<file path="src/rtl/demux1_4_buf_if.sv">
// Producer/consumer bundle for the buffered 1-to-4 demultiplexer.
// The master side drives the producer offer and the consumer ready lines; the slave side is the demux.
interface demux1_4_buf_if #(
    parameter int unsigned WIDTH = 64
);
    logic [WIDTH-1:0]      in_data;
    logic [1:0]            in_sel;
    logic                  in_valid;
    logic                  in_ready;
    logic [3:0][WIDTH-1:0] out_data;
    logic [3:0]            out_valid;
    logic [3:0]            out_ready;
    logic [3:0]            lane_full;

    modport master (
        output in_data, in_sel, in_valid, out_ready,
        input  in_ready, out_data, out_valid, lane_full
    );

    modport slave (
        input  in_data, in_sel, in_valid, out_ready,
        output in_ready, out_data, out_valid, lane_full
    );
endinterface

</file>
<file path="src/rtl/demux1_4_buf.sv">
// Buffered 1-to-4 stream demux: one producer steers words into four
// independent 2-entry FIFO lanes, each drained by its own consumer.
module demux1_4_buf #(
    parameter int unsigned WIDTH = 64
) (
    input logic           clk,
    input logic           reset,
    demux1_4_buf_if.slave bus
);
    logic [WIDTH-1:0] mem [4][2];
    logic [3:0]       rd_ptr;
    logic [3:0]       wr_ptr;
    logic [1:0]       cnt [4];
    logic [3:0]       full;
    logic [3:0]       nonempty;
    logic [3:0]       push;
    logic [3:0]       pop;
    logic             accept;

    always_comb begin
        full     = '0;
        nonempty = '0;
        for (int unsigned k = 0; k < 4; k++) begin
            full[k]     = (cnt[k] == 2'd2);
            nonempty[k] = (cnt[k] != 2'd0);
        end
    end

    // Readiness looks only at registered occupancy, so a full lane refuses
    // a push even when its consumer pops in the same cycle.
    assign accept = bus.in_valid & bus.in_ready;
    assign bus.in_ready  = ~reset & ~full[bus.in_sel];
    assign bus.out_valid = nonempty;
    assign bus.lane_full = full;

    always_comb begin
        push = '0;
        pop  = '0;
        for (int unsigned k = 0; k < 4; k++) begin
            push[k] = accept & (bus.in_sel == 2'(k));
            pop[k]  = nonempty[k] & bus.out_ready[k];
        end
    end

    always_comb begin
        bus.out_data = '0;
        for (int unsigned k = 0; k < 4; k++) begin
            bus.out_data[k] = mem[k][rd_ptr[k]];
        end
    end

    always_ff @(posedge clk) begin
        if (reset) begin
            rd_ptr <= '0;
            wr_ptr <= '0;
            for (int unsigned k = 0; k < 4; k++) begin
                cnt[k]    <= '0;
                mem[k][0] <= '0;
                mem[k][1] <= '0;
            end
        end else begin
            for (int unsigned k = 0; k < 4; k++) begin
                if (push[k]) begin
                    mem[k][wr_ptr[k]] <= bus.in_data;
                    wr_ptr[k]         <= ~wr_ptr[k];
                end
                if (pop[k]) begin
                    rd_ptr[k] <= ~rd_ptr[k];
                end
                case ({push[k], pop[k]})
                    2'b10:   cnt[k] <= cnt[k] + 2'd1;
                    2'b01:   cnt[k] <= cnt[k] - 2'd1;
                    default: cnt[k] <= cnt[k];
                endcase
            end
        end
    end
endmodule

</file>
<file path="src/flat_wrapper.sv">
// flat-port wrapper written by rule: the top's interface ports become plain ports
module demux1_4_buf_flat 
#(
    parameter int unsigned WIDTH = 64
)
  (clk, reset, bus_in_data, bus_in_sel, bus_in_valid, bus_out_ready, bus_in_ready, bus_out_data, bus_out_valid, bus_lane_full);
  demux1_4_buf_if #(.WIDTH(WIDTH)) bus_i ();
  input logic clk;
  input logic reset;
  input wire logic [$bits(bus_i.in_data)-1:0] bus_in_data;
  input wire logic [$bits(bus_i.in_sel)-1:0] bus_in_sel;
  input wire logic [$bits(bus_i.in_valid)-1:0] bus_in_valid;
  input wire logic [$bits(bus_i.out_ready)-1:0] bus_out_ready;
  output wire logic [$bits(bus_i.in_ready)-1:0] bus_in_ready;
  output wire logic [$bits(bus_i.out_data)-1:0] bus_out_data;
  output wire logic [$bits(bus_i.out_valid)-1:0] bus_out_valid;
  output wire logic [$bits(bus_i.lane_full)-1:0] bus_lane_full;
  assign bus_i.in_data = bus_in_data;
  assign bus_i.in_sel = bus_in_sel;
  assign bus_i.in_valid = bus_in_valid;
  assign bus_i.out_ready = bus_out_ready;
  assign bus_in_ready = bus_i.in_ready;
  assign bus_out_data = bus_i.out_data;
  assign bus_out_valid = bus_i.out_valid;
  assign bus_lane_full = bus_i.lane_full;
  demux1_4_buf #(.WIDTH(WIDTH)) u_core (.clk(clk), .reset(reset), .bus(bus_i));
endmodule
</file>
<file path="config.mk">
export PLATFORM = sky130hd
export DESIGN_NAME = demux1_4_buf_flat
export DESIGN_NICKNAME = d
export VERILOG_FILES = /design/src/rtl/demux1_4_buf_if.sv /design/src/rtl/demux1_4_buf.sv /design/src/flat_wrapper.sv
export SDC_FILE = /design/constraint.sdc
export NUM_CORES = 1
export LEC_CHECK = 0
export ABC_AREA = 1
export CORE_MARGIN = 1
export CORE_UTILIZATION = 25
export CTS_BUF_LIST = sky130_fd_sc_hd__clkbuf_4 sky130_fd_sc_hd__clkbuf_8 sky130_fd_sc_hd__clkbuf_16
export DETAILED_ROUTE_END_ITERATION = 8
export GPL_TIMING_DRIVEN = 1
export HOLD_SLACK_MARGIN = 0.12
export PLACE_DENSITY_LB_ADDON = 0.15
export SYNTH_ARGS = -nofsm -noshare
export SYNTH_HDL_FRONTEND = slang
export SYNTH_SLANG_ARGS = --single-unit
</file>
<file path="constraint.sdc">
create_clock -name clk -period 11.4 [get_ports clk]
set_input_delay 2.85 -clock clk [delete_from_list [all_inputs] [get_ports clk]]
set_output_delay 2.85 -clock clk [all_outputs]
set_load 0.01 [all_outputs]
</file>
==> impl_metrics.toml <==
[logic_synthesis]
syn-num-nets = 2746
synth_edf_count = 328
synth_top_cells_by_area = "edfxtp_1 44%, dfxtp_1 18%, nand2_1 15%, nor2_1 8.8%, inv_1 4.8%"
syn_avg_cell_area_um2 = 8.49
yosys.area.top_type = "edfxtp_1"
mappedNetlistArea_um2 = 22600
ys_seq_elements = 528
synth_common_cells = "926 x nand2_1, 531 x nor2_1, 328 x edfxtp_1"
synth_top_area_share_pct = 43.6
synthFlopType = "edfxtp_1"
ys_types = 29
synth.most_common_cell = "nand2_1"
ys_seq_area_share_pct = 61.3
synth-async-reset-ratio_pct = 0
yosys_warnings = 0
synthCells = 2663

[drt]
routedWlPerCell_um = 17.6
viasPerCell = 4.21
ant_nets = 0
vias = 17545
drt_iter0_drc = 876
routed_wl_um = 73100
dr.pass1.iters = 5
drc_errors = 0

[sta]
finalHoldWorstSlack_ns = 0.482
fmax_mhz = 123
fin_crit_sh_pct = 71.0
grt_setup_unrepaired = "false"
finalHoldViolCount = 0
worstMarginPinSlew_ns = 1.13
skew_ns = 0.0113
finalSetupViolations = 0
period_minus_slack_ns = 8.10
drv_slew = 0
fin_setup_tns_ns = 0
relSlewSlack_pct = 24.7

[critical_path]
critPathCaptureType = "output pin"
path_class = "in -> out"
worst_ep_required_time_ns = 8.55
crit_arrival_ns = 5.25
cp-start-kind = "input port"
path_max_fanout = 137

[flow_run]
max_cap_violations = 0

[clocking]
cts_max_level = 2
ctsHoldBuffers = 0
cts_sinks = 528
clockBufferDepth = 3
worstSkewPairLatency_ns = 0.62
clk_pin_slew_worst_paths_ns = 0.06
cts-resized-gates = 0
cts_tree = "yes"
cts-root-buf = "clkbuf_16"
post_cts_buffers = 0
tritoncts.num_buffers = 61

[layout]
final_util_pct = 32.9
finalNetCount = 3027
layoutNonFillerInstCount = 4164
syn_to_final_growth_pct = 29.5
drive_above_1_share_pct = 7.57

[placement]
post-dp-hpwl_um = 46400
place_congestion = 0.756
portBuffers = 337
dp_cells = 4046

[grt]
grt_pass1_wl_um = 108000
grt_usage_pct = 15.8
grt_max_degree = 138
grt_antenna_before_repair = 3
grt_pass1_vias = 17203
grt.overflow.total = 0

[floorplanning]
core_area_um2 = 88900
die_w_um = 303
initial_core_util_pct = 25.4
die_h_um = 303
die-area_um2 = 91600
rows = 109
io_pins = 338

[worst_hold_path]
hold_class = "reg -> reg"

[pwr]
ir_drop_mv = 0.106
powerDensity_nw_per_um2 = 166
leakage_nw = 13.1

[outcome]
outcome = "finished, final reports clean"
==> stage by stage <==
stage               total power, mW  worst slack, ns  area (um^2)
finish                         4.86             3.30        29300
global placement               2.81             3.30        27100
global route                   5.06             3.13        29300
CTS                            4.95             3.25        29300
detailed placement             2.81             3.25        27100
floorplan                      2.46             2.66        22600
==> registers in the layout, summed over array words and instances (netlist names) <==
signal / count
u_core.cnt: 8
u_core.mem: 512
u_core.rd_ptr: 4
u_core.wr_ptr: 4
==> metal layers <==
layer / global-route usage, % / vias to the layer above / share of wire, %
li1: - / 8712 / -
met1: 20.1 / 8341 / 44
met2: 26.9 / 373 / 48
met3: 2.76 / 117 / 4.6
met4: 5.68 / 2 / 3.3
met5: 0 / - / 0.023
==> critical path: stages <==
cell	delay, ns
clkdlybuf4s50_1	0.59
inv_8	0.67
o21ai_2	0.23
nor2_8	0.23
clkdlybuf4s50_1	0.64
==> layout by cell type, fill, tap and decap left out, types with 2 or more instances in the layout <==
cell type        instances
a21oi_1                 10
buf_4                   22
bufinv_16                8
clkbuf_16               64
clkbuf_4                 9
clkbuf_8                 9
clkdlybuf4s50_1        337
clkinv_1                 3
clkinv_2                13
clkinv_4                 2
clkinvlp_4               7
dfxtp_1                197
dfxtp_4                  3
diode_2                  2
edfxtp_1               328
ha_1                    10
inv_1                  286
inv_2                    5
inv_4                    2
inv_6                    2
nand2_1                921
nand2_2                  3
nand2_4                  5
nand3_1                  5
nand4_1                  2
nor2_1                 531
nor2_2                  51
nor2_8                  10
o21ai_0                135
o21ai_4                  2
o31ai_1                  2
or2_2                    4
==> logic make-up (layout without fill, tap and decap cells) <==
family / after synthesis / after routing / share of synthesized area (%)
AO/OA/AOI/OAI: 151 / 151 / 3.39
XOR/XNOR: 1 / 1 / 0.0387
adder cells (fa/ha/maj): 10 / 10 / 0.553
buffers and inverters: 436 / 770 / 7.65
flip-flops: 528 / 528 / 61.3
other: 0 / 2 / 0
AND/OR/NAND/NOR: 1537 / 1537 / 27.1
==> area by class of cell <==
class,count,area [um^2]
fillers,9174,59600
flip-flops and latches,528,13900
multi-input cells,1699,7100
repair buffers,359,3540
clock buffers,82,1790
well taps,1165,1460
inverters,295,1120
clock inverters,34,399
diodes,2,5.00
==> power breakdown <==
group,internal [mW],switching [mW]
logic,0.229,0.361
clock network,1.28,0.823
registers,2.12,0.0474
total,3.63,1.23
==> path summary, 6_finish.rpt <==
kind / startpoint / to / slack [ns] / cells after the start
max: reset / bus_in_ready / 3.30 / 5
max reg2reg: u_core.cnt[0][6] / u_core.mem[2][83] / 7.57 / 10
min: u_core.wr_ptr[3] / u_core.wr_ptr[3] / 0.48 / 2
min reg2reg: u_core.wr_ptr[3] / u_core.wr_ptr[3] / 0.48 / 2
(Power assumes the default switching activity.)
